File: src/rtl/axi_xbar_pkg.sv
// Shared AXI write-side types and constants for the crossbar slave-port logic.
package axi_xbar_pkg;

    typedef enum logic [1:0] {
        WR_IDLE = 2'd0,
        WR_ADDR = 2'd1,
        WR_DATA = 2'd2,
        WR_RESP = 2'd3
    } wr_state_e;

    localparam logic [1:0] AXI_BURST_FIXED = 2'b00;
    localparam logic [1:0] AXI_BURST_INCR  = 2'b01;
    localparam logic [1:0] AXI_BURST_WRAP  = 2'b10;

    localparam logic [1:0] AXI_RESP_OKAY   = 2'b00;
    localparam logic [1:0] AXI_RESP_EXOKAY = 2'b01;
    localparam logic [1:0] AXI_RESP_SLVERR = 2'b10;
    localparam logic [1:0] AXI_RESP_DECERR = 2'b11;

endpackage

File: src/rtl/rr_arb2.sv
// Two-way round-robin picker: a lone requester wins, a tie goes to the master
// that did not win last time. Purely combinational.
module rr_arb2 (
    input  logic [1:0] i_req,
    input  logic       i_last,
    output logic       o_gnt
);

    always_comb begin
        o_gnt = i_last;
        case (i_req)
            2'b01:   o_gnt = 1'b0;
            2'b10:   o_gnt = 1'b1;
            2'b11:   o_gnt = ~i_last;
            default: o_gnt = i_last;
        endcase
    end

endmodule

File: src/rtl/axi_wr_arbiter.sv
// Shares one AXI4 slave write port (AW/W/B) between masters m0 and m1, one
// transaction at a time, holding the grant from AW accept through the B handshake.
module axi_wr_arbiter
    import axi_xbar_pkg::*;
#(
    parameter  int ADDR_W = 32,
    parameter  int DATA_W = 64,
    parameter  int ID_W   = 8,
    localparam int STRB_W = DATA_W / 8
) (
    input  logic              aclk,
    input  logic              aresetn,

    input  logic [ID_W-1:0]   m0_awid,
    input  logic [ADDR_W-1:0] m0_awaddr,
    input  logic [7:0]        m0_awlen,
    input  logic [2:0]        m0_awsize,
    input  logic [1:0]        m0_awburst,
    input  logic              m0_awvalid,
    output logic              m0_awready,
    input  logic [DATA_W-1:0] m0_wdata,
    input  logic [STRB_W-1:0] m0_wstrb,
    input  logic              m0_wlast,
    input  logic              m0_wvalid,
    output logic              m0_wready,
    output logic [ID_W-1:0]   m0_bid,
    output logic [1:0]        m0_bresp,
    output logic              m0_bvalid,
    input  logic              m0_bready,

    input  logic [ID_W-1:0]   m1_awid,
    input  logic [ADDR_W-1:0] m1_awaddr,
    input  logic [7:0]        m1_awlen,
    input  logic [2:0]        m1_awsize,
    input  logic [1:0]        m1_awburst,
    input  logic              m1_awvalid,
    output logic              m1_awready,
    input  logic [DATA_W-1:0] m1_wdata,
    input  logic [STRB_W-1:0] m1_wstrb,
    input  logic              m1_wlast,
    input  logic              m1_wvalid,
    output logic              m1_wready,
    output logic [ID_W-1:0]   m1_bid,
    output logic [1:0]        m1_bresp,
    output logic              m1_bvalid,
    input  logic              m1_bready,

    output logic [ID_W-1:0]   s0_awid,
    output logic [ADDR_W-1:0] s0_awaddr,
    output logic [7:0]        s0_awlen,
    output logic [2:0]        s0_awsize,
    output logic [1:0]        s0_awburst,
    output logic              s0_awvalid,
    input  logic              s0_awready,
    output logic [DATA_W-1:0] s0_wdata,
    output logic [STRB_W-1:0] s0_wstrb,
    output logic              s0_wlast,
    output logic              s0_wvalid,
    input  logic              s0_wready,
    input  logic [ID_W-1:0]   s0_bid,
    input  logic [1:0]        s0_bresp,
    input  logic              s0_bvalid,
    output logic              s0_bready,

    output logic              grant,
    output logic              busy,
    output logic              wlast_err
);

    wr_state_e   r_state;
    wr_state_e   w_state_nxt;
    logic        r_grant;
    logic [7:0]  r_len;
    logic [7:0]  r_cnt;

    logic        w_arb_gnt;
    logic        w_any_req;
    logic        w_sel;
    logic        w_awvalid_g;
    logic        w_wvalid_g;
    logic        w_bready_g;
    logic        w_aw_hs;
    logic        w_w_hs;
    logic        w_b_hs;

    rr_arb2 u_rr_arb2 (
        .i_req  ({m1_awvalid, m0_awvalid}),
        .i_last (r_grant),
        .o_gnt  (w_arb_gnt)
    );

    // Payloads follow m0 while idle so the slave port never sees floating values.
    assign w_sel      = (r_state == WR_IDLE) ? 1'b0 : r_grant;
    assign w_any_req  = m0_awvalid | m1_awvalid;

    assign s0_awid    = w_sel ? m1_awid    : m0_awid;
    assign s0_awaddr  = w_sel ? m1_awaddr  : m0_awaddr;
    assign s0_awlen   = w_sel ? m1_awlen   : m0_awlen;
    assign s0_awsize  = w_sel ? m1_awsize  : m0_awsize;
    assign s0_awburst = w_sel ? m1_awburst : m0_awburst;
    assign s0_wdata   = w_sel ? m1_wdata   : m0_wdata;
    assign s0_wstrb   = w_sel ? m1_wstrb   : m0_wstrb;
    assign s0_wlast   = w_sel ? m1_wlast   : m0_wlast;

    assign w_awvalid_g = r_grant ? m1_awvalid : m0_awvalid;
    assign w_wvalid_g  = r_grant ? m1_wvalid  : m0_wvalid;
    assign w_bready_g  = r_grant ? m1_bready  : m0_bready;

    assign w_aw_hs = (r_state == WR_ADDR) && w_awvalid_g && s0_awready;
    assign w_w_hs  = (r_state == WR_DATA) && w_wvalid_g  && s0_wready;
    assign w_b_hs  = (r_state == WR_RESP) && s0_bvalid   && w_bready_g;

    assign m0_bid   = s0_bid;
    assign m1_bid   = s0_bid;
    assign m0_bresp = s0_bresp;
    assign m1_bresp = s0_bresp;

    assign grant     = r_grant;
    assign busy      = (r_state != WR_IDLE);
    assign wlast_err = w_w_hs && (s0_wlast != (r_cnt == r_len));

    always_ff @(posedge aclk or negedge aresetn) begin
        if (!aresetn) begin
            r_state <= WR_IDLE;
        end else begin
            r_state <= w_state_nxt;
        end
    end

    // A missing wlast lets the beat counter wrap; only wlast ends the burst.
    always_ff @(posedge aclk or negedge aresetn) begin
        if (!aresetn) begin
            r_grant <= 1'b1;
            r_len   <= 8'd0;
            r_cnt   <= 8'd0;
        end else begin
            if ((r_state == WR_IDLE) && w_any_req) begin
                r_grant <= w_arb_gnt;
            end
            if (w_aw_hs) begin
                r_len <= s0_awlen;
                r_cnt <= 8'd0;
            end else if (w_w_hs) begin
                r_cnt <= r_cnt + 8'd1;
            end
        end
    end

    always_comb begin
        w_state_nxt = r_state;
        s0_awvalid  = 1'b0;
        s0_wvalid   = 1'b0;
        s0_bready   = 1'b0;
        m0_awready  = 1'b0;
        m1_awready  = 1'b0;
        m0_wready   = 1'b0;
        m1_wready   = 1'b0;
        m0_bvalid   = 1'b0;
        m1_bvalid   = 1'b0;
        case (r_state)
            WR_IDLE: begin
                if (w_any_req) begin
                    w_state_nxt = WR_ADDR;
                end
            end
            WR_ADDR: begin
                s0_awvalid = w_awvalid_g;
                m0_awready = ~r_grant & s0_awready;
                m1_awready =  r_grant & s0_awready;
                if (w_aw_hs) begin
                    w_state_nxt = WR_DATA;
                end
            end
            WR_DATA: begin
                s0_wvalid = w_wvalid_g;
                m0_wready = ~r_grant & s0_wready;
                m1_wready =  r_grant & s0_wready;
                if (w_w_hs && s0_wlast) begin
                    w_state_nxt = WR_RESP;
                end
            end
            WR_RESP: begin
                s0_bready = w_bready_g;
                m0_bvalid = ~r_grant & s0_bvalid;
                m1_bvalid =  r_grant & s0_bvalid;
                if (w_b_hs) begin
                    w_state_nxt = WR_IDLE;
                end
            end
            default: w_state_nxt = WR_IDLE;
        endcase
    end

endmodule

File: config.mk
export PLATFORM = sky130hd
export DESIGN_NAME = axi_wr_arbiter
export DESIGN_NICKNAME = d
export VERILOG_FILES = /design/src/rtl/axi_xbar_pkg.sv /design/src/rtl/rr_arb2.sv /design/src/rtl/axi_wr_arbiter.sv
export SDC_FILE = /design/constraint.sdc
export NUM_CORES = 1
export LEC_CHECK = 0
export BUFFER_PORTS_ARGS = -buffer_cell sky130_fd_sc_hd__buf_2
export CAP_MARGIN = 20
export CORE_AREA = 3 3 167 169
export DETAILED_ROUTE_END_ITERATION = 12
export DIE_AREA = 0 0 170 172
export PLACE_DENSITY = 0.35
export SYNTH_ARGS = -nofsm -noshare
export SYNTH_HDL_FRONTEND = slang
export SYNTH_SLANG_ARGS = --single-unit
File: constraint.sdc
create_clock -name aclk -period 2.8 [get_ports aclk]
set_input_delay 0.14 -clock aclk [delete_from_list [all_inputs] [get_ports aclk]]
set_output_delay 0.14 -clock aclk [all_outputs]
set_load 0.03 [all_outputs]
==> metrics.txt, run 1 <==
# TYPE chip_impl_metric gauge
chip_impl_metric{name="critical_path.max_stage_delay",unit="ns"} 0.41
chip_impl_metric{name="distinct_cell_type_count_after_synthesis",unit=""} 33
chip_impl_metric{name="chipHeight",unit="um"} 172
chip_impl_metric{name="worst_slack",unit="ns"} 0.396
chip_impl_info{name="worst_hold_path_type",value="in -> reg"} 1
chip_impl_info{name="holdPathEnd",value="grant"} 1
chip_impl_metric{name="met3WireLength",unit="um"} 2780
chip_impl_metric{name="placed_cells_incl_taps",unit=""} 993
chip_impl_metric{name="grt_pass1_vias",unit=""} 3528
chip_impl_metric{name="coreArea",unit="um^2"} 26700
chip_impl_metric{name="grt_antenna_before_repair",unit=""} 4
chip_impl_metric{name="avgSynthCellArea",unit="um^2"} 9.79
chip_impl_metric{name="dpl_worst_slack",unit="ns"} 0.595
chip_impl_metric{name="met1_length",unit="um"} 9440
chip_impl_metric{name="final.setup.tns",unit="ns"} 0
chip_impl_metric{name="instances_no_fill",unit=""} 1000
chip_impl_metric{name="clk_latency",unit="ns"} 0.25
chip_impl_metric{name="combPwrFrac",unit="%"} 86.9
chip_impl_metric{name="p_int",unit="W"} 0.00247
chip_impl_metric{name="first_pass_grt_wire_length",unit="um"} 26600
chip_impl_metric{name="cts.reportedPaths.clkPinSlew",unit="ns"} 0.06
chip_impl_info{name="hold_path_startpoint",value="m0_awvalid"} 1
chip_impl_metric{name="clock_buffer_count_from_cts",unit=""} 3
chip_impl_info{name="crit_family",value="buffers and inverters"} 1
chip_impl_metric{name="gr_util_all_layers",unit="%"} 12.8
chip_impl_metric{name="netSwitchingFraction",unit="%"} 58.2
chip_impl_info{name="tritoncts",value="built"} 1
chip_impl_info{name="worstSetupPathType",value="reg -> out"} 1
chip_impl_info{name="post-synth-top-count-cell",value="sky130_fd_sc_hd__mux2_2"} 1
chip_impl_metric{name="flow.area_growth_from_synthesis",unit="%"} 86.0
chip_impl_metric{name="max_freq",unit="GHz"} 0.416
chip_impl_metric{name="crit_buf_inv",unit=""} 3
chip_impl_info{name="clock-root-buffer",value="sky130_fd_sc_hd__clkbuf_16"} 1
chip_impl_metric{name="synth_warnings",unit=""} 0
chip_impl_metric{name="drive_gt1_share",unit="%"} 83.0
chip_impl_metric{name="post-cts-setup-buffer-count",unit=""} 0
chip_impl_metric{name="rrSetupSlack",unit="ns"} 0.63
chip_impl_metric{name="tightestPinTransition",unit="ns"} 0.472
chip_impl_metric{name="worst-endpoint-arrival",unit="ns"} 2.26
chip_impl_info{name="grt_setup_unrepaired",value="no"} 1
chip_impl_metric{name="dp_hpwl",unit="um"} 19500
chip_impl_metric{name="setup_viol",unit=""} 0
chip_impl_metric{name="wirelength",unit="um"} 21300
chip_impl_info{name="endpoint_kind",value="output port"} 1
chip_impl_metric{name="clock_skew",unit="ns"} 0.00139
chip_impl_metric{name="die-width",unit="um"} 170
chip_impl_metric{name="period_share",unit="%"} 85.8
chip_impl_metric{name="min_path_cells",unit=""} 2
chip_impl_metric{name="cts.path.max_buffers",unit=""} 2
chip_impl_metric{name="powerDensity",unit="nW/um^2"} 1150
chip_impl_metric{name="required",unit="ns"} 2.66
chip_impl_metric{name="initial_core_util",unit="%"} 10.3
chip_impl_metric{name="cell_area_after_synthesis",unit="um^2"} 2760
chip_impl_metric{name="finalMaxSlewViolations",unit=""} 0
chip_impl_metric{name="drtAntennaViolNets",unit=""} 0
chip_impl_metric{name="seqPwrFrac",unit="%"} 8.1
chip_impl_metric{name="ir_worst_vdd",unit="uV"} 456
chip_impl_metric{name="worstRegToRegCells",unit=""} 7
chip_impl_metric{name="period_needed",unit="ns"} 2.40
chip_impl_metric{name="power.leakage",unit="nW"} 2.71
chip_impl_metric{name="critical_path.max_fanout",unit=""} 30
chip_impl_metric{name="clock_sink_total",unit=""} 19
chip_impl_metric{name="gr-total-overflow",unit=""} 0
chip_impl_metric{name="number_of_rows_created_at_floorplan",unit=""} 60
chip_impl_info{name="critical_path.reg2reg.startpoint",value="r_state[0]"} 1
chip_impl_metric{name="synth.top_cell.area_share",unit="%"} 51.0
chip_impl_metric{name="port_buffers",unit=""} 400
chip_impl_metric{name="maximum_number_of_pins_on_one_net_before_global_route_repair",unit=""} 31
chip_impl_metric{name="postSynthCellCount",unit=""} 282
chip_impl_metric{name="max-slew-margin-rel",unit="%"} 68.1
chip_impl_metric{name="ctsHtreeMaxLevel",unit=""} 1
chip_impl_metric{name="flop_and_latch_count_out_of_synthesis",unit=""} 19
chip_impl_info{name="synth_top_cell_by_area",value="sky130_fd_sc_hd__mux2_2"} 1
chip_impl_metric{name="firstDrtPassIters",unit=""} 4
chip_impl_info{name="critPathLaunchType",value="flip-flop"} 1
chip_impl_info{name="synth_top_flop_cell",value="sky130_fd_sc_hd__dfrtp_1"} 1
chip_impl_metric{name="clockPowerShare",unit="%"} 5.0
chip_impl_metric{name="cts.repair.resized",unit=""} 0
chip_impl_metric{name="timing.critical_path.depth",unit=""} 6
chip_impl_info{name="crit_chain",value="inv_1 -> ha_1 -> nand2b_4 -> buf_12 -> mux2_2 -> buf_2"} 1
chip_impl_metric{name="wire_per_inst",unit="um"} 21.3
chip_impl_metric{name="met2_wire_length",unit="um"} 8910
chip_impl_metric{name="synth_enable_flop_cells",unit=""} 0
chip_impl_info{name="yosys-top-cells-area",value="sky130_fd_sc_hd__mux2_2, sky130_fd_sc_hd__dfrtp_1, sky130_fd_sc_hd__buf_4, sky130_fd_sc_hd__xnor2_1, sky130_fd_sc_hd__nand2_1"} 1
chip_impl_metric{name="drt-initial-drc-count",unit=""} 94
chip_impl_metric{name="detail_route.drc_violations",unit=""} 0
chip_impl_metric{name="async_reset_ff_share",unit="%"} 100
chip_impl_metric{name="maxCapViolCount",unit=""} 0
chip_impl_metric{name="net-switching-power",unit="W"} 0.00345
chip_impl_info{name="synth_commonest_cells",value="sky130_fd_sc_hd__mux2_2, sky130_fd_sc_hd__nand2_1, sky130_fd_sc_hd__buf_4"} 1
chip_impl_info{name="worst_r2r_endpoint",value="r_len[0]"} 1
chip_impl_metric{name="synth.yosys.seq_area_share",unit="%"} 17.3
chip_impl_info{name="cpMaxStageDelayCell",value="sky130_fd_sc_hd__dfrtp_1"} 1
chip_impl_metric{name="area_of_the_die",unit="um^2"} 29200
chip_impl_metric{name="timing_hold_violations_final",unit=""} 0
chip_impl_metric{name="via_count_normalized_by_instance_count",unit=""} 3.56
chip_impl_metric{name="postSynthNetCount",unit=""} 560
chip_impl_metric{name="top_level_i_o_count",unit=""} 431
chip_impl_metric{name="nets",unit=""} 936
chip_impl_metric{name="routed-via-count",unit=""} 3557
chip_impl_metric{name="gp_routability_congestion",unit=""} 0.758
chip_impl_info{name="routed.top_layer",value="met4"} 1
chip_impl_info{name="outcome",value="complete, no violations"} 1
## power groups by stage
stage | clock [W] | combinational (W) | sequential [W]
2_1_floorplan | 0 | 0.00361 | 0.000454
3_3_place_gp | 0 | 0.00522 | 0.000490
3_5_place_dp | 0 | 0.00522 | 0.000489
4_1_cts | 0.000307 | 0.00524 | 0.000485
5_1_grt | 0.000322 | 0.00546 | 0.000501
6_report | 0.000296 | 0.00514 | 0.000482
## cell usage in the layout (no fill, tap or decap), types with 4 or more instances in the layout
cell type,count
sky130_fd_sc_hd__buf_2,400
sky130_fd_sc_hd__mux2_2,125
sky130_fd_sc_hd__nand2_1,30
sky130_fd_sc_hd__dfrtp_1,18
sky130_fd_sc_hd__xnor2_1,14
sky130_fd_sc_hd__nor2_1,12
sky130_fd_sc_hd__ha_1,5
sky130_fd_sc_hd__inv_1,4
sky130_fd_sc_hd__and3_1,4
sky130_fd_sc_hd__buf_12,4
## worst register-to-register path: stages (launching register included)
cell and delay [ns]:
sky130_fd_sc_hd__dfrtp_1 0.41, sky130_fd_sc_hd__inv_1 0.10, sky130_fd_sc_hd__ha_1 0.23, sky130_fd_sc_hd__nand2b_4 0.38, sky130_fd_sc_hd__buf_12 0.27, sky130_fd_sc_hd__mux2_2 0.38
sky130_fd_sc_hd__nand2_1 0.18, sky130_fd_sc_hd__nand2_1 0.09
## metrics by stage
stage | hold slack [ns] | util, % | instance area, um^2 | total power (W)
after floorplan | -0.156 | - | 2760 | 0.00407
after detailed placement | 0.135 | 18.9 | 5040 | 0.00571
after global placement | 0.136 | 18.9 | 5040 | 0.00571
after CTS | 0.122 | 19.2 | 5130 | 0.00603
after global routing | 0.141 | 19.2 | 5130 | 0.00628
final | 0.127 | 19.2 | 5140 | 0.00592
## layout make-up
| type | instances | area, um^2 |
|---|---|---|
| tap | 341 | 427 |
| multi-input combinational | 222 | 2020 |
| sequential | 19 | 477 |
| fill | 3058 | 21600 |
| timing repair buffer | 408 | 2110 |
| clock inverter | 1 | 5.00 |
| clock buffer | 3 | 75.1 |
| inverter | 4 | 15.0 |
| antenna | 2 | 5.00 |
## how the worst max path moves through the flow
stage	end	startpoint	slack (ns)
finish	s0_wdata[27]	r_state[0]	0.40
floorplan	wlast_err	r_state[0]	0.56
global placement	r_len[6]	r_state[1]	0.60
global route	s0_wdata[27]	r_state[0]	0.28
detailed placement	r_len[6]	r_state[0]	0.60
CTS	s0_wdata[24]	r_state[1]	0.35
## state kept, by name, summed over array words and instances, names as in the netlist
| signal | flops |
|---|---|
| grant | 1 |
| r_cnt | 8 |
| r_len | 8 |
| r_state | 2 |
## per-layer routing
| layer | GRT usage [%] | vias up |
|---|---|---|
| met5 | 0 | - |
| met4 | 1.27 | 0 |
| met1 | 17.6 | 1596 |
| li1 | - | 1725 |
| met2 | 18.5 | 219 |
| met3 | 6.54 | 17 |
## what timing repair did
item	4_1_cts	5_1_grt
hold endpoints to repair	18	0
hold buffers	1	0
endpoints found under the setup margin	0	0
## cell families (layout without fill, tap and decap cells)
logic type | Yosys count | count (layout) | synth area share, %
buffers and inverters | 41 | 416 | 9.88
AOI/OAI and AO/OA | 9 | 9 | 2.13
and+or+nand+nor | 62 | 62 | 10.2
muxes | 130 | 130 | 53.1
DFF | 19 | 19 | 17.3
other | 0 | 2 | 0
adders and majority gates | 5 | 5 | 2.27
xor gates and xnor gates | 16 | 16 | 5.07
Note: power is estimated with default switching activity, not from simulation.
==> run 2, diff against run 1 <==
- MAX_ROUTING_LAYER: unset -> met4
==> run 2 against run 1 <==
Effect of this change: first-iteration DRC count up 26%; total power about the same; die area unchanged; register-to-register slack about the same; non-clock buffer count unchanged; sequential power about the same; clock skew about the same; sequential cell count unchanged; fmax down 0.48%.
==> metrics.txt, run 2 (same netlist as run 1, synthesis figures left out) <==
# TYPE chip_impl_metric gauge
chip_impl_info{name="outcome",value="complete, no violations"} 1
chip_impl_info{name="endpoint_kind",value="output port"} 1
chip_impl_metric{name="routed-via-count",unit=""} 3586
chip_impl_metric{name="first_pass_grt_wire_length",unit="um"} 26600
chip_impl_metric{name="chipHeight",unit="um"} 172
chip_impl_metric{name="dp_hpwl",unit="um"} 19500
chip_impl_metric{name="die-width",unit="um"} 170
chip_impl_metric{name="area_of_the_die",unit="um^2"} 29200
chip_impl_metric{name="finalMaxSlewViolations",unit=""} 0
chip_impl_metric{name="dpl_worst_slack",unit="ns"} 0.595
chip_impl_metric{name="timing_hold_violations_final",unit=""} 0
chip_impl_info{name="crit_family",value="buffers and inverters"} 1
chip_impl_metric{name="clock_sink_total",unit=""} 19
chip_impl_metric{name="stdcell_area",unit="um^2"} 5140
chip_impl_info{name="worst_hold_path_type",value="in -> reg"} 1
chip_impl_info{name="grt_setup_unrepaired",value="no"} 1
chip_impl_metric{name="wirelength",unit="um"} 21400
chip_impl_metric{name="via_count_normalized_by_instance_count",unit=""} 3.59
chip_impl_metric{name="powerDensity",unit="nW/um^2"} 1150
chip_impl_metric{name="max_freq",unit="GHz"} 0.414
chip_impl_metric{name="firstDrtPassIters",unit=""} 4
chip_impl_metric{name="tightestPinTransition",unit="ns"} 0.462
chip_impl_metric{name="wire_per_inst",unit="um"} 21.4
chip_impl_metric{name="final.setup.tns",unit="ns"} 0
chip_impl_info{name="layout_commonest_cell",value="sky130_fd_sc_hd__buf_2"} 1
chip_impl_info{name="critPathLaunchType",value="flip-flop"} 1
chip_impl_metric{name="gp_routability_congestion",unit=""} 0.767
chip_impl_info{name="hold_path_startpoint",value="m0_awvalid"} 1
chip_impl_metric{name="gr_util_all_layers",unit="%"} 13.2
chip_impl_info{name="clock-root-buffer",value="sky130_fd_sc_hd__clkbuf_16"} 1
chip_impl_metric{name="grt_antenna_before_repair",unit=""} 4
chip_impl_info{name="tritoncts",value="built"} 1
chip_impl_metric{name="max-slew-margin-rel",unit="%"} 68.7
chip_impl_metric{name="ctsHtreeMaxLevel",unit=""} 1
chip_impl_metric{name="clock_skew",unit="ns"} 0.00133
chip_impl_metric{name="gr-total-overflow",unit=""} 0
chip_impl_metric{name="required",unit="ns"} 2.66
chip_impl_metric{name="period_needed",unit="ns"} 2.42
chip_impl_metric{name="grt_pass1_vias",unit=""} 3533
chip_impl_metric{name="cts.path.max_buffers",unit=""} 2
chip_impl_metric{name="cts.repair.resized",unit=""} 0
chip_impl_metric{name="finalCoreUtilization",unit="%"} 19.2
chip_impl_metric{name="top_level_i_o_count",unit=""} 431
chip_impl_info{name="crit_chain",value="inv_1 -> ha_1 -> nand2b_4 -> buf_12 -> mux2_2 -> buf_2"} 1
chip_impl_metric{name="detail_route.drc_violations",unit=""} 0
chip_impl_metric{name="drtAntennaViolNets",unit=""} 0
chip_impl_metric{name="maxCapViolCount",unit=""} 0
chip_impl_metric{name="drt-initial-drc-count",unit=""} 118
chip_impl_info{name="worstSetupPathType",value="reg -> out"} 1
chip_impl_metric{name="critical_path.max_stage_delay",unit="ns"} 0.42
chip_impl_metric{name="rrSetupSlack",unit="ns"} 0.62
chip_impl_metric{name="nets",unit=""} 936
chip_impl_metric{name="number_of_rows_created_at_floorplan",unit=""} 60
chip_impl_info{name="cpMaxStageDelayCell",value="sky130_fd_sc_hd__dfrtp_1"} 1
chip_impl_metric{name="worst-endpoint-arrival",unit="ns"} 2.28
chip_impl_info{name="layout_common_cells",value="sky130_fd_sc_hd__buf_2, sky130_fd_sc_hd__mux2_2, sky130_fd_sc_hd__nand2_1, sky130_fd_sc_hd__dfrtp_1, sky130_fd_sc_hd__xnor2_1"} 1
chip_impl_metric{name="initial_core_util",unit="%"} 10.3
chip_impl_metric{name="power.leakage",unit="nW"} 2.71
chip_impl_metric{name="setup_viol",unit=""} 0
chip_impl_metric{name="critical_path.max_fanout",unit=""} 30
chip_impl_metric{name="cts.reportedPaths.clkPinSlew",unit="ns"} 0.06
chip_impl_metric{name="placedInstanceArea",unit="um^2"} 5040
chip_impl_info{name="largest_registers",value="r_cnt (8), r_len (8), r_state (2)"} 1
chip_impl_metric{name="crit_buf_inv",unit=""} 3
chip_impl_metric{name="flow.area_growth_from_synthesis",unit="%"} 86.0
chip_impl_metric{name="coreArea",unit="um^2"} 26700
chip_impl_metric{name="clk_latency",unit="ns"} 0.25
chip_impl_metric{name="maximum_number_of_pins_on_one_net_before_global_route_repair",unit=""} 31
chip_impl_metric{name="ir_worst_vdd",unit="uV"} 455
chip_impl_info{name="worst_setup_path_startpoint",value="r_state[0]"} 1
chip_impl_info{name="critical_path.reg2reg.startpoint",value="r_state[0]"} 1
chip_impl_metric{name="drive_gt1_share",unit="%"} 83.0
chip_impl_metric{name="worst_slack",unit="ns"} 0.385
chip_impl_metric{name="port_buffers",unit=""} 400
chip_impl_metric{name="period_share",unit="%"} 86.3
chip_impl_metric{name="clock_buffer_count_from_cts",unit=""} 3
run 2: cell counts in the layout (fill, tap and decap cells not counted):
Identical to the previous run, type by type.
run 2: worst reg2reg max path: cells and delay by family, from the launching register on:
kind | cells | cell delay, ns
buffers and inverters | 2 | 0.37
adders and majority gates | 1 | 0.23
and+or+nand+nor | 3 | 0.66
muxes | 1 | 0.39
DFF | 1 | 0.42
run 2: metrics by stage:
stage	total power (W)	hold WS, ns	instances
after global routing	0.00629	0.141	1000
after CTS	0.00603	0.122	998
after detailed placement	0.00571	0.135	993
final	0.00592	0.124	1000
after floorplan	0.00407	-0.156	282
after global placement	0.00571	0.136	993
run 2: final timing paths:
check,endpoint,cells after the start
worst max-delay path,s0_wdata[27],6
worst min-delay path,grant,2
worst max register to register,r_len[0],7
worst min register to register,r_len[1],2
max in group asynchronous,grant,2
min in group asynchronous,r_len[4],2
run 2: per-layer routing:
layer / GRT usage, % / vias to the layer above / part of all wire, %
met2: 18.4 / 217 / 42
met3: 6.65 / 19 / 13
met4: 1.27 / 0 / 0.99
met5: - / - / 0
met1: 17.6 / 1624 / 44
li1: - / 1726 / -
run 2: what timing repair did:
action,in CTS,in global routing
hold endpoints to repair,18,0
hold buffers,1,0
setup buffers,0,0
run 2: report_power, final:
| part | internal [W] | switching (W) |
|---|---|---|
| clock network | 0.000192 | 0.000105 |
| registers | 0.000372 | 0.000111 |
| logic | 0.00191 | 0.00323 |
| total | 0.00247 | 0.00345 |
run 2: layout make-up:
class                           instances  area, um^2
Inverter                                4        15.0
Clock inverter                          1        5.00
Tap cell                              341         427
Multi-Input combinational cell        222        2020
Sequential cell                        19         477
Antenna cell                            2        5.00
Timing Repair Buffer                  408        2110
Fill cell                            3058       21600
Clock buffer                            3        75.1
==> run 3, diff against run 2 <==
- HOLD_SLACK_MARGIN: unset -> 0.05
- PLACE_DENSITY: 0.35 -> 0.34
==> run 3 against run 2 <==
Effect of this change: worst setup slack got worse by 0.014 ns; count of clock-buffer cells in the layout up 1; fmax decreased by 0.59%; non-clock buffer count is the same; total power down 3.3%; sequential power is essentially flat; final cell count fell by 0.10%; clock skew increased by 0.0033 ns; final area decreased by 0.80%; hold slack worse by 0.041 ns; critical endpoint is now s0_wstrb[4].
==> metrics.txt, run 3 (same netlist as run 1, synthesis figures left out) <==
# TYPE chip_impl_metric gauge
chip_impl_metric{name="finalCoreUtilization",unit="%"} 19.1
chip_impl_metric{name="critical_path.max_fanout",unit=""} 20
chip_impl_metric{name="drive_gt1_share",unit="%"} 82.8
chip_impl_info{name="hold_path_startpoint",value="m0_awvalid"} 1
chip_impl_metric{name="clock_buffer_count_from_cts",unit=""} 3
chip_impl_metric{name="gp_routability_congestion",unit=""} 0.822
chip_impl_metric{name="drt-initial-drc-count",unit=""} 100
chip_impl_metric{name="flow.area_growth_from_synthesis",unit="%"} 84.5
chip_impl_metric{name="area_of_the_die",unit="um^2"} 29200
chip_impl_info{name="outcome",value="complete, no violations"} 1
chip_impl_metric{name="setup_viol",unit=""} 0
chip_impl_metric{name="tightestPinTransition",unit="ns"} 0.500
chip_impl_metric{name="dp_hpwl",unit="um"} 19300
chip_impl_metric{name="power.leakage",unit="nW"} 2.70
chip_impl_metric{name="placed_cells_incl_taps",unit=""} 993
chip_impl_metric{name="grt_pass1_vias",unit=""} 3406
chip_impl_metric{name="cts.repair.resized",unit=""} 0
chip_impl_metric{name="gr_util_all_layers",unit="%"} 13.0
chip_impl_info{name="layout_common_cells",value="sky130_fd_sc_hd__buf_2, sky130_fd_sc_hd__mux2_2, sky130_fd_sc_hd__nand2_1, sky130_fd_sc_hd__dfrtp_1, sky130_fd_sc_hd__xnor2_1"} 1
chip_impl_metric{name="via_count_normalized_by_instance_count",unit=""} 3.55
chip_impl_info{name="worst_hold_path_type",value="in -> reg"} 1
chip_impl_metric{name="nets",unit=""} 936
chip_impl_metric{name="combPwrFrac",unit="%"} 86.3
chip_impl_metric{name="maximum_number_of_pins_on_one_net_before_global_route_repair",unit=""} 43
chip_impl_metric{name="cts.path.max_buffers",unit=""} 2
chip_impl_info{name="endpoint_kind",value="output port"} 1
chip_impl_metric{name="port_buffers",unit=""} 400
chip_impl_metric{name="net-switching-power",unit="W"} 0.00333
chip_impl_metric{name="routed-via-count",unit=""} 3544
chip_impl_metric{name="chipHeight",unit="um"} 172
chip_impl_info{name="clock-root-buffer",value="sky130_fd_sc_hd__clkbuf_16"} 1
chip_impl_metric{name="stdcell_area",unit="um^2"} 5100
chip_impl_metric{name="p_int",unit="W"} 0.00239
chip_impl_metric{name="maxCapViolCount",unit=""} 0
chip_impl_metric{name="ctsHtreeMaxLevel",unit=""} 1
chip_impl_metric{name="number_of_rows_created_at_floorplan",unit=""} 60
chip_impl_info{name="critPathLaunchType",value="flip-flop"} 1
chip_impl_metric{name="grt_antenna_before_repair",unit=""} 9
chip_impl_info{name="critical_path.reg2reg.startpoint",value="r_state[0]"} 1
chip_impl_metric{name="clockPowerShare",unit="%"} 5.2
chip_impl_metric{name="critical_path.max_stage_delay",unit="ns"} 0.42
chip_impl_info{name="largest_registers",value="r_cnt (8), r_len (8), r_state (2)"} 1
chip_impl_metric{name="cts.reportedPaths.clkPinSlew",unit="ns"} 0.06
chip_impl_info{name="cpMaxStageDelayCell",value="sky130_fd_sc_hd__dfrtp_1"} 1
chip_impl_metric{name="period_share",unit="%"} 86.8
chip_impl_info{name="grt_setup_unrepaired",value="no"} 1
chip_impl_metric{name="timing_hold_violations_final",unit=""} 0
chip_impl_metric{name="wire_per_inst",unit="um"} 21.1
chip_impl_metric{name="worst-endpoint-arrival",unit="ns"} 2.29
chip_impl_metric{name="placedInstanceArea",unit="um^2"} 5000
chip_impl_info{name="worstSetupPathType",value="reg -> out"} 1
chip_impl_metric{name="drtAntennaViolNets",unit=""} 0
chip_impl_metric{name="top_level_i_o_count",unit=""} 431
chip_impl_metric{name="seqPwrFrac",unit="%"} 8.5
chip_impl_metric{name="period_needed",unit="ns"} 2.43
chip_impl_info{name="layout_commonest_cell",value="sky130_fd_sc_hd__buf_2"} 1
chip_impl_metric{name="initial_core_util",unit="%"} 10.3
chip_impl_metric{name="power",unit="W"} 0.00572
chip_impl_metric{name="ir_worst_vdd",unit="uV"} 433
chip_impl_metric{name="coreArea",unit="um^2"} 26700
chip_impl_metric{name="final.setup.tns",unit="ns"} 0
chip_impl_metric{name="die-width",unit="um"} 170
chip_impl_metric{name="firstDrtPassIters",unit=""} 4
chip_impl_metric{name="gr-total-overflow",unit=""} 0
chip_impl_metric{name="detail_route.drc_violations",unit=""} 0
chip_impl_metric{name="netSwitchingFraction",unit="%"} 58.1
chip_impl_metric{name="wirelength",unit="um"} 21100
chip_impl_metric{name="required",unit="ns"} 2.66
chip_impl_metric{name="max-slew-margin-rel",unit="%"} 66.7
chip_impl_metric{name="clock_skew",unit="ns"} 0.00460
chip_impl_info{name="crit_family",value="buffers and inverters"} 1
chip_impl_metric{name="clock_sink_total",unit=""} 19
chip_impl_info{name="tritoncts",value="built"} 1
chip_impl_metric{name="max_freq",unit="GHz"} 0.412
chip_impl_info{name="worst_setup_path_startpoint",value="r_state[0]"} 1
chip_impl_metric{name="first_pass_grt_wire_length",unit="um"} 25900
chip_impl_metric{name="crit_buf_inv",unit=""} 3
chip_impl_info{name="crit_chain",value="inv_1 -> ha_1 -> nand2b_4 -> buf_4 -> mux2_2 -> buf_2"} 1
chip_impl_metric{name="powerDensity",unit="nW/um^2"} 1120
chip_impl_metric{name="clk_latency",unit="ns"} 0.25
chip_impl_metric{name="instances_no_fill",unit=""} 999
chip_impl_metric{name="finalMaxSlewViolations",unit=""} 0
run 3: cell types whose count changed in the layout (fill, tap and decap cells not counted), sizes merged:
cell,previous run,this run
clkinv,1,0
diode,2,1
clkbuf,3,4
run 3: power groups by stage:
stage                     logic (W)  clock network, W  registers (W)
after floorplan             0.00361                 0       0.000454
after global placement      0.00502                 0       0.000494
after detailed placement    0.00500                 0       0.000492
after CTS                   0.00502          0.000307       0.000488
after global routing        0.00528          0.000322       0.000503
final                       0.00494          0.000299       0.000484
run 3: layer usage:
| metal | vias to the layer above | share of wire, % | track usage (%) |
|---|---|---|---|
| met2 | 216 | 42 | 18.1 |
| met3 | 15 | 14 | 6.81 |
| met4 | 0 | 0.46 | 0.741 |
| li1 | 1729 | - | - |
| met1 | 1584 | 44 | 17.6 |
| met5 | - | 0 | - |
run 3: final timing paths:
path | depth (start not counted) | slack [ns] | to
max reg2reg | 7 | 0.71 | r_len[7]
min reg2reg | 2 | 0.50 | r_len[0]
min in group asynchronous | 2 | 0.39 | r_len[5]
max in group asynchronous | 2 | 2.06 | grant
min | 2 | 0.08 | grant
max | 6 | 0.37 | s0_wstrb[4]
run 3: stage by stage:
| stage | hold slack, ns | setup WS [ns] |
|---|---|---|
| after CTS | 0.0826 | 0.330 |
| after detailed placement | 0.134 | 0.610 |
| after global placement | 0.140 | 0.641 |
| after global routing | 0.0891 | 0.232 |
| final | 0.0835 | 0.370 |
| after floorplan | -0.156 | 0.555 |
run 3: what timing repair did:
action,4_1_cts,5_1_grt
buffers inserted,0,0
hold endpoints to repair,18,0
hold buffers,1,0
run 3: final cells by class:
| cell class | count | area, um^2 |
|---|---|---|
| flip-flops and latches | 19 | 477 |
| diodes | 1 | 2.50 |
| clock buffers | 4 | 78.8 |
| multi-input cells | 222 | 2020 |
| fillers | 3065 | 21600 |
| inverters | 4 | 15.0 |
| repair buffers | 408 | 2080 |
| well taps | 341 | 427 |
